--- config.mk ---
export PLATFORM = sky130hd
export DESIGN_NAME = readout_frame_sequencer_flat
export DESIGN_NICKNAME = d
export VERILOG_FILES = /design/src/rtl/readout_frame_sequencer_pkg.sv /design/src/rtl/readout_frame_sequencer_if.sv /design/src/rtl/readout_frame_sequencer_packer.sv /design/src/rtl/readout_frame_sequencer.sv /design/src/flat_wrapper.sv
export SDC_FILE = /design/constraint.sdc
export NUM_CORES = 1
export LEC_CHECK = 0
export BUFFER_PORTS_ARGS = -buffer_cell sky130_fd_sc_hd__buf_4
export CAP_MARGIN = 20
export CORE_UTILIZATION = 45
export DETAILED_ROUTE_END_ITERATION = 10
export PLACE_DENSITY = 0.7
export REMOVE_ABC_BUFFERS = 1
export SLEW_MARGIN = 20
export SYNTH_ARGS = -nofsm -noshare
export SYNTH_HDL_FRONTEND = slang
export SYNTH_HIERARCHICAL = 1
export SYNTH_SLANG_ARGS = --single-unit
--- constraint.sdc ---
create_clock -name sys_clk -period 5.3 [get_ports sys_clk]
set_input_delay 1.06 -clock sys_clk [delete_from_list [all_inputs] [get_ports sys_clk]]
set_output_delay 1.06 -clock sys_clk [all_outputs]
set_load 0.05 [all_outputs]
--- src/rtl/readout_frame_sequencer_pkg.sv ---
// readout_frame_sequencer_pkg: shared types and constants for the readout sequencer
package readout_pkg;
  localparam int LANE_W = 16;
  localparam int ADC_W = 10;
  localparam int SAMPLES_PER_WORD = 16;
  typedef logic [255:0] word_t;
  typedef enum logic [2:0] {IDLE, CHIP_RST, WAIT_CALI, CAPTURE, ERROR} seq_state_t;
endpackage

--- src/rtl/readout_frame_sequencer_if.sv ---
// readout_frame_sequencer_if: chip-side and FIFO-side signals of the sequencer
interface readout_frame_sequencer_if;
  import readout_pkg::*;
  logic chip_nrst;
  logic cali_done;
  logic mux_update;
  logic [ADC_W-1:0] adc_data;
  logic fifo_wr_en;
  word_t fifo_din;
  logic fifo_full;
  logic end_of_frame;
  modport master (output chip_nrst, fifo_wr_en, fifo_din, end_of_frame,
                  input cali_done, mux_update, adc_data, fifo_full);
  modport slave (input chip_nrst, fifo_wr_en, fifo_din, end_of_frame,
                 output cali_done, mux_update, adc_data, fifo_full);
endinterface

--- src/rtl/readout_frame_sequencer_packer.sv ---
// sample_packer: packs zero-extended ADC samples into 16-lane words
module sample_packer
  import readout_pkg::*;
(
  input  logic             clk,
  input  logic             rst,
  input  logic             load,
  input  logic             clear,
  input  logic [ADC_W-1:0] adc_data,
  output word_t            word,
  output logic             word_done
);
  localparam int CW = $clog2(SAMPLES_PER_WORD);
  logic [CW-1:0] cnt_q;
  word_t lanes_q;
  assign word_done = load && cnt_q == CW'(SAMPLES_PER_WORD - 1);
  // word already includes the sample arriving this cycle so the top can register it directly
  for (genvar k = 0; k < SAMPLES_PER_WORD; k++) begin : g_lane
    assign word[LANE_W*k +: LANE_W] = (load && cnt_q == CW'(k)) ? LANE_W'(adc_data)
                                                                  : lanes_q[LANE_W*k +: LANE_W];
  end
  // lane storage and sample counter; clear discards any partial word
  always_ff @(posedge clk) begin
    if (rst || clear) begin
      cnt_q <= '0;
      lanes_q <= '0;
    end else if (load) begin
      cnt_q <= word_done ? '0 : cnt_q + CW'(1);
      lanes_q <= word;
    end
  end
endmodule

--- src/rtl/readout_frame_sequencer.sv ---
// readout_frame_sequencer: chip reset/calibration sequencing and framed FIFO word output
module readout_frame_sequencer
  import readout_pkg::*;
#(
  parameter int WORDS_PER_FRAME = 656,
  parameter int RST_CYCLES = 16,
  parameter int CALI_TIMEOUT = 1 << 20
) (
  input  logic        sys_clk,
  input  logic        sys_rst,
  input  logic        sys_start_i,
  input  logic        stop_req_i,
  input  logic [15:0] num_frames_i,
  output logic        sys_rdy_o,
  output logic [15:0] frame_cnt_o,
  output logic        overflow_o,
  output logic        cali_err_o,
  readout_frame_sequencer_if.master bus
);
  localparam logic [2:0] ST_IDLE = IDLE;
  localparam logic [2:0] ST_CHIP_RST = CHIP_RST;
  localparam logic [2:0] ST_WAIT_CALI = WAIT_CALI;
  localparam logic [2:0] ST_CAPTURE = CAPTURE;
  localparam logic [2:0] ST_ERROR = ERROR;
  localparam int TW = $clog2((CALI_TIMEOUT > RST_CYCLES ? CALI_TIMEOUT : RST_CYCLES) + 1);
  localparam int WW = $clog2(WORDS_PER_FRAME + 1);
  logic [2:0] state_q, state_d;
  logic start_q, stop_q, overflow_q, cali_err_q, wr_en_q, eof_q;
  logic [TW-1:0] tmr_q;
  logic [WW-1:0] word_q;
  logic [15:0] nframes_q, frame_cnt_q;
  word_t din_q, word;
  logic word_done, capture, start_edge, restart, frame_end, run_done;
  assign capture = state_q == ST_CAPTURE;
  assign start_edge = sys_start_i && !start_q;
  assign restart = start_edge && (state_q == ST_IDLE || state_q == ST_ERROR);
  assign frame_end = word_done && word_q == WW'(WORDS_PER_FRAME - 1);
  assign run_done = frame_end && ((nframes_q != 16'd0 && {1'b0, frame_cnt_q} + 17'd1 == {1'b0, nframes_q})
                                  || stop_q || stop_req_i);
  sample_packer u_packer (
    .clk(sys_clk), .rst(sys_rst), .load(capture && bus.mux_update), .clear(!capture),
    .adc_data(bus.adc_data), .word(word), .word_done(word_done)
  );
  // run-level state transitions
  always_comb begin
    state_d = state_q;
    case (state_q)
      ST_IDLE, ST_ERROR: state_d = start_edge ? ST_CHIP_RST : state_q;
      ST_CHIP_RST: state_d = tmr_q == TW'(RST_CYCLES - 1) ? ST_WAIT_CALI : state_q;
      ST_WAIT_CALI: state_d = bus.cali_done ? ST_CAPTURE
                            : tmr_q == TW'(CALI_TIMEOUT - 1) ? ST_ERROR : state_q;
      ST_CAPTURE: state_d = run_done ? ST_IDLE : state_q;
      default: state_d = ST_IDLE;
    endcase
  end
  // state, timers, frame/word counters, sticky flags and the registered FIFO port
  always_ff @(posedge sys_clk) begin
    if (sys_rst) begin
      state_q <= ST_IDLE;
      start_q <= 1'b0;
      stop_q <= 1'b0;
      tmr_q <= '0;
      word_q <= '0;
      nframes_q <= '0;
      frame_cnt_q <= '0;
      overflow_q <= 1'b0;
      cali_err_q <= 1'b0;
      wr_en_q <= 1'b0;
      eof_q <= 1'b0;
      din_q <= '0;
    end else begin
      state_q <= state_d;
      start_q <= sys_start_i;
      tmr_q <= (state_d != state_q) ? '0 : tmr_q + TW'(1);
      wr_en_q <= word_done && !bus.fifo_full;
      eof_q <= frame_end;
      if (word_done && !bus.fifo_full) din_q <= word;
      if (word_done && bus.fifo_full) overflow_q <= 1'b1;
      if (word_done) word_q <= frame_end ? '0 : word_q + WW'(1);
      if (frame_end && frame_cnt_q != 16'hFFFF) frame_cnt_q <= frame_cnt_q + 16'd1;
      if (capture && stop_req_i) stop_q <= 1'b1;
      if (state_q == ST_WAIT_CALI && state_d == ST_ERROR) cali_err_q <= 1'b1;
      if (restart) begin
        stop_q <= 1'b0;
        cali_err_q <= 1'b0;
        word_q <= '0;
      end
      if (restart && state_q == ST_IDLE) begin
        nframes_q <= num_frames_i;
        frame_cnt_q <= '0;
        overflow_q <= 1'b0;
      end
    end
  end
  assign sys_rdy_o = state_q == ST_IDLE;
  assign frame_cnt_o = frame_cnt_q;
  assign overflow_o = overflow_q;
  assign cali_err_o = cali_err_q;
  assign bus.chip_nrst = state_q == ST_WAIT_CALI || state_q == ST_CAPTURE;
  assign bus.fifo_wr_en = wr_en_q;
  assign bus.fifo_din = din_q;
  assign bus.end_of_frame = eof_q;
endmodule

--- src/flat_wrapper.sv ---
// flat-port wrapper written by rule: the top's interface ports become plain ports
module readout_frame_sequencer_flat import readout_pkg::*;
#(
  parameter int WORDS_PER_FRAME = 656,
  parameter int RST_CYCLES = 16,
  parameter int CALI_TIMEOUT = 1 << 20
)
  (sys_clk, sys_rst, sys_start_i, stop_req_i, num_frames_i, sys_rdy_o, frame_cnt_o, overflow_o, cali_err_o, bus_chip_nrst, bus_fifo_wr_en, bus_fifo_din, bus_end_of_frame, bus_cali_done, bus_mux_update, bus_adc_data, bus_fifo_full);
  readout_frame_sequencer_if bus_i ();
  input  logic sys_clk;
  input  logic sys_rst;
  input  logic sys_start_i;
  input  logic stop_req_i;
  input  logic [15:0] num_frames_i;
  output logic sys_rdy_o;
  output logic [15:0] frame_cnt_o;
  output logic overflow_o;
  output logic cali_err_o;
  output wire logic [$bits(bus_i.chip_nrst)-1:0] bus_chip_nrst;
  output wire logic [$bits(bus_i.fifo_wr_en)-1:0] bus_fifo_wr_en;
  output wire logic [$bits(bus_i.fifo_din)-1:0] bus_fifo_din;
  output wire logic [$bits(bus_i.end_of_frame)-1:0] bus_end_of_frame;
  input wire logic [$bits(bus_i.cali_done)-1:0] bus_cali_done;
  input wire logic [$bits(bus_i.mux_update)-1:0] bus_mux_update;
  input wire logic [$bits(bus_i.adc_data)-1:0] bus_adc_data;
  input wire logic [$bits(bus_i.fifo_full)-1:0] bus_fifo_full;
  assign bus_chip_nrst = bus_i.chip_nrst;
  assign bus_fifo_wr_en = bus_i.fifo_wr_en;
  assign bus_fifo_din = bus_i.fifo_din;
  assign bus_end_of_frame = bus_i.end_of_frame;
  assign bus_i.cali_done = bus_cali_done;
  assign bus_i.mux_update = bus_mux_update;
  assign bus_i.adc_data = bus_adc_data;
  assign bus_i.fifo_full = bus_fifo_full;
  readout_frame_sequencer #(.WORDS_PER_FRAME(WORDS_PER_FRAME), .RST_CYCLES(RST_CYCLES), .CALI_TIMEOUT(CALI_TIMEOUT)) u_core (.sys_clk(sys_clk), .sys_rst(sys_rst), .sys_start_i(sys_start_i), .stop_req_i(stop_req_i), .num_frames_i(num_frames_i), .sys_rdy_o(sys_rdy_o), .frame_cnt_o(frame_cnt_o), .overflow_o(overflow_o), .cali_err_o(cali_err_o), .bus(bus_i));
endmodule
-- Yosys cells after proc, flatten, opt, wreduce, memory -nomap -nowiden
Cells that the tools add are included.
- flip-flop bits (word level): 588
- latch bits: 0
- RAM bits: 0
- bits in read-only memories: 0
- input port bits: 33
- output and inout bits: 278
- word-level logic and storage cells: 112
- memories: 0
- add/sub/neg operators: 5
- $mul: 0
- divide/modulo/power cells: 0
- $lt $le $gt $ge: 0
- equality and inequality tests: 26
- shifts and indexed selects: 0
- mux-type cells: 24
- bitwise gates (word level): 0
- reductions and logical operators: 43
- operator list (operator ; count):
    $mux W16 ; 16
    $eq A4 B4 Y1 const B ; 8
    $logic_and A1 B1 Y1 ; 28
    $add A21 B1 Y21 const B ; 1
    $eq A21 B20 Y1 const B ; 1
    $eq A21 B4 Y1 const B ; 1
    $add A16 B1 Y17 const B ; 1
    $eq A17 B16 Y1 ; 1
    $add A16 B1 Y16 const B ; 1
    $eq A4 B3 Y1 const B ; 4
    $ne A16 B16 Y1 const B ; 1
    $reduce_bool A16 Y1 ; 1
    $mux W3 ; 5
    $pmux W3 S4 ; 1
    $add A10 B1 Y10 const B ; 1
    $eq A10 B10 Y1 const B ; 1
    $mux W10 ; 1
    $eq A4 B2 Y1 const B ; 2
    $reduce_or A2 Y1 ; 4
    $eq A3 B2 Y1 const B ; 2
    $eq A3 B3 Y1 const B ; 2
    $logic_or A1 B1 Y1 ; 5
    $add A4 B1 Y4 const B ; 1
    $eq A4 B1 Y1 const B ; 1
    6 further kinds ; 8

-- Depth between registers and ports, before layout
- word-level depth: 10
- mapped depth: 16
- gate-level depth less buffers: 11

-- Modules after synthesis
The synthesis kept the hierarchy.
- by module, submodules not included (module ; instances ; cells an instance ; area an instance (um2) ; sequential area each (um2)):
    readout_frame_sequencer ; 1 ; 1569 ; 12308.1 ; 6566.3
    sample_packer ; 1 ; 884 ; 10397.5 ; 5205.0

-- Worst setup path before layout
Ideal clock, no wire load.
- kind: flip-flop to flip-flop
- from: reg u_core.state_q[1]
- to: reg u_core.tmr_q[16]
- setup time: 0.115 ns
- data arrival time: 4.371 ns
- required time: 5.185 ns
- path slack: 0.814 ns
- stages on the path, launching flop included: 17
- clock period less this slack: 4.486 ns
- cells stage by stage: dfxtp_1 > nor2b_1 > and3_1 > buf_2 > nand4_4 > buf_6 > clkbuf_1 > inv_1 > buf_2 > and4_1 > nand4b_2 > nor2_1 > o2111ai_1 > or4b_1 > o21ai_2 > buf_4 > nor2_1
- longest elaborated chain between the ends: 9
- ends and longest elaborated chain (what ; line ; RTL):
    from (decl) ; readout_frame_sequencer.sv:27 ; logic [2:0] state_q, state_d;
    from (signal assigned) ; readout_frame_sequencer.sv:72 ; state_q <= state_d;
    $eq A3 B2 Y1 ; readout_frame_sequencer.sv:34 ; assign capture = state_q == ST_CAPTURE;
    $logic_and A1 B1 Y1 ; readout_frame_sequencer.sv:41 ; .clk(sys_clk), .rst(sys_rst), .load(capture && bus.mux_update), .clear(!capture),
    $logic_and A1 B1 Y1 ; readout_frame_sequencer_packer.sv:16 ; assign word_done = load && cnt_q == CW'(SAMPLES_PER_WORD - 1);
    net u_core.word_done ; readout_frame_sequencer.sv:33 ; logic word_done, capture, start_edge, restart, frame_end, run_done;
    $logic_and A1 B1 Y1 ; readout_frame_sequencer.sv:37 ; assign frame_end = word_done && word_q == WW'(WORDS_PER_FRAME - 1);
    $logic_and A1 B1 Y1 ; readout_frame_sequencer.sv:38 ; assign run_done = frame_end && ((nframes_q != 16'd0 && {1'b0, frame_cnt_q} + 17'd1 == {1'b0, nframes_q})
    $mux W3 ; readout_frame_sequencer.sv:52 ; ST_CAPTURE: state_d = run_done ? ST_IDLE : state_q;
    $pmux W3 S4 ; readout_frame_sequencer.sv:47 ; case (state_q)
    $ne A3 B3 Y1 ; readout_frame_sequencer.sv:74 ; tmr_q <= (state_d != state_q) ? '0 : tmr_q + TW'(1);
    $reduce_or A2 Y1 (no line) ; - ;
    to (signal assigned) ; readout_frame_sequencer.sv:74 ;
    to (decl) ; readout_frame_sequencer.sv:29 ; logic [TW-1:0] tmr_q;
The timed path passes the listed nets, and every way through them passes these cells.
A chain may end at the register's enable or synchronous reset.

-- Worst setup path in the final report
- from: reg u_core.state_q[1]
- to: reg u_core.tmr_q[3]
The elaborated chain is that of the path after synthesis.

==> results.md <==
* Std-Cell Rows at between 80 and 90
* CTS Buf Count at 60
* Ports at 311
* IO Port Bufs at 310
* Synth Flop Type: dfxtp_1
* Final setup margin at roughly 1.1 ns
* Layout filler cell count at around 4400
* Power per cell area at ~320 nW/µm²
* Clock transition at path regs at 0.06 ns
* Tot GR Track Use at 21.3%
* Commonest non-fill, non-tap cell in the layout: dfxtp_1
* Ys async rst share at 0%
* Vias per cell at 5.09
* Die area at between 50000 and 60000 µm²
* DP Worst Slack at 0.756 ns
* RSZ-0062 raised after global routing: false
* Area growth from synthesis to layout at 19.3%
* Internal power at between 6 and 7 mW
* GPL Wtd Cong at approximately 0.8
* Kind of critical path: flip-flop to flip-flop
* Post-Syn Instances at around 2500
* Setup crit end kind: flip-flop
* Area occupied by multi-input gates at a little over 10000 µm²
* Synth warn at 6
* Final nets at ~2700
* Wire per inst at around 17 µm
* Final core occ at 54.9%
* Sw Pwr at roughly 1.8 mW
* Clock Latency Late Sink at 0.61 ns
* Ranking of synthesized cells by area: dfxtp_1 52%, nand2_1 9.4%, and2_1 7.1%
* Yosys top cell by area: dfxtp_1
* Flop pwr share at 51.4%
* CTS tree: done
* # setup viols final at 0
* Comb power frac at under 10%
* DR iter-0 viols at roughly 1000
* Final worst clock skew at about 0.020 ns
* Design Area, Final at 27100 µm²
* Starting Density at a little under half
* Grt ovf at 0
* Max Cap Viol at 0
* Tcrit/Tclk final at between 70% and 80%
* Part of the power in the clock network at between 40 and 50%
* DRT Wirelength at around 56000 µm
* Crit Path Max Fanout at 21
* Clock buffer depth at 3
* H-tree depth at 2
* Req. time, crit path at 5.76 ns
* Root Driver: clkbuf_16
* Cts hold-fix bufs at 0
* Post-synth EDFFs at 0
* Vias in the first global route at about 16000
* Synthesized area per cell at 9.26 µm²
* Total power draw at 8.64 mW
* Core ar. at 49400 µm²
* Peak supply drop at between 0.2 and 0.25 mV
* Slew Limit Headroom at 29.7%
* Non-filler cells in the finished layout at ~3400
* Data arrival, critical path at between 4 and 5 ns
* Initial antenna violation count at 1
* Die height at approximately 230 µm
* CP Launch Type: flip-flop
* Die X at about 230 µm
* Netlist Area Pre-Place at approximately 23000 µm²
* Hold Crit Class: flip-flop to flip-flop
* ANT nets after route at 0
* Fmax at 236 MHz
* Least-Margin Pin Slew at ~1.1 ns
* Sink Count at 588
* Count of cell types in the netlist at 56
* Post-cts repair resize count at 0
* Share of cells above drive strength 1 at around a fifth
* Max Slew Vio Count at 0
* Drt first pass iters at 5
* Setup TNS at 0 ns
* Cell count after placement at between 3000 and 4000
* First-pass GRT wire length at 87000 µm
* Seq cells post-synth at around 590
* DRC at 0
* Fin Hold WS at between 0.4 and 0.5 ns
* Final hold vios at 0
* Placed Area at approximately 25000 µm²
* P_leak at approximately 12 nW
* Setup bufs post-CTS at 0
* Reg area at 11800 µm²
* Crit path time final at 4.24 ns
* Share of the synthesized area in the top cell type at 51.8%
* Vias at 17097
* Post-synthesis sequential area ratio at roughly half
* Dpl hpwl at 33400 µm
* Most frequent cells in the layout: 588 x dfxtp_1, 568 x nand2_1, 314 x buf_4, 291 x a21oi_1, 256 x and2_1
* Pin count of the biggest net entering global routing at 170
* Outcome: complete, no violations
* Switching Fraction at 21.0%
Yosys cell counts, types with 3 or more instances:
library cell / n
mux2i_1: 3
nand3_1: 24
o21ai_0: 7
and2_1: 256
a211oi_1: 3
xnor2_1: 31
buf_1: 7
mux2_1: 19
dfxtp_1: 588
buf_2: 14
buf_6: 15
nand4_1: 15
ha_1: 7
clkbuf_1: 148
nand2b_1: 11
inv_1: 12
nor2_1: 70
nand2_1: 568
nor4_1: 10
mux2_4: 82
xor2_1: 27
nor2b_1: 7
nand4_4: 4
nand4b_4: 8
nand4bb_2: 4
mux2_2: 59
and3_1: 104
nor3_1: 9
buf_4: 3
or3_1: 9
o21bai_1: 5
a21oi_1: 291
a31oi_1: 4
metal layers:
layer | up-vias | wire length [µm] | global-route usage (%)
met5 | - | 0 | 0
met4 | 0 | 998 | 5.51
met3 | 66 | 2860 | 4.15
met2 | 374 | 26400 | 35.7
met1 | 8231 | 25300 | 27.9
li1 | 8426 | - | -
registers in the layout, indices dropped and copies added (netlist names):
signal	flops
u_core/bus.fifo_din	256
u_core/u_packer/lanes_q	256
u_core/tmr_q	21
u_core/frame_cnt_o	16
u_core/nframes_q	16
u_core/word_q	10
u_core/u_packer/cnt_q	4
u_core/state_q	3
u_core/bus.end_of_frame	1
u_core/bus.fifo_wr_en	1
u_core/cali_err_o	1
u_core/overflow_o	1
u_core/start_q	1
u_core/stop_q	1
power groups by stage:
stage	clock network [mW]	registers (mW)	logic, mW
floorplan	0	4.54	0.0536
global placement	0	4.54	0.162
detailed placement	0	4.54	0.166
CTS	4.14	4.44	0.167
global route	4.31	4.44	0.178
finish	4.04	4.44	0.163
worst paths after layout:
kind	start	to	slack (ns)	depth (start not counted)
worst min register to register	u_core/bus.fifo_din[160]	u_core/bus.fifo_din[160]	0.45	2
worst max-delay path	u_core/state_q[1]	u_core/tmr_q[3]	1.06	11
worst max register to register	u_core/state_q[1]	u_core/tmr_q[3]	1.06	11
worst min-delay path	u_core/bus.fifo_din[160]	u_core/bus.fifo_din[160]	0.45	2
kinds of logic (layout without fill, tap and decap cells):
| logic type | Yosys count | in the layout | share of synthesized area, % |
|---|---|---|---|
| flip-flops | 588 | 588 | 51.8 |
| adder cells (fa/ha/maj) | 7 | 7 | 0.386 |
| multiplexers | 163 | 163 | 9.42 |
| XOR/XNOR | 58 | 58 | 2.24 |
| AND/OR/NAND/NOR | 1117 | 1117 | 24.9 |
| buffers and inverters | 200 | 438 | 3.93 |
| other | 0 | 1 | 0 |
| AO/OA/AOI/OAI | 320 | 320 | 7.31 |
cell type report:
type                       count  area share [%]
sequential                   588            43.5
inverter                      12           0.166
clock inverter                11           0.416
antenna                        1         0.00924
clock buffer                  93            6.49
timing repair buffer         322            9.21
tap                          664            3.07
multi-input combinational   1665            37.2
critical path, stage by stage, from the launching register on:
cell and delay (ns):
dfxtp_1 0.42, nor2b_1 0.37, and3_2 0.31, nand4_4 0.08, inv_1 0.32, and4_1 0.32
nand4b_2 0.29, nor2_1 0.46, o2111ai_1 0.16, or4b_1 0.54, o21ai_2 0.69, nor2_1 0.12
Power figures use the tool's default switching activity.
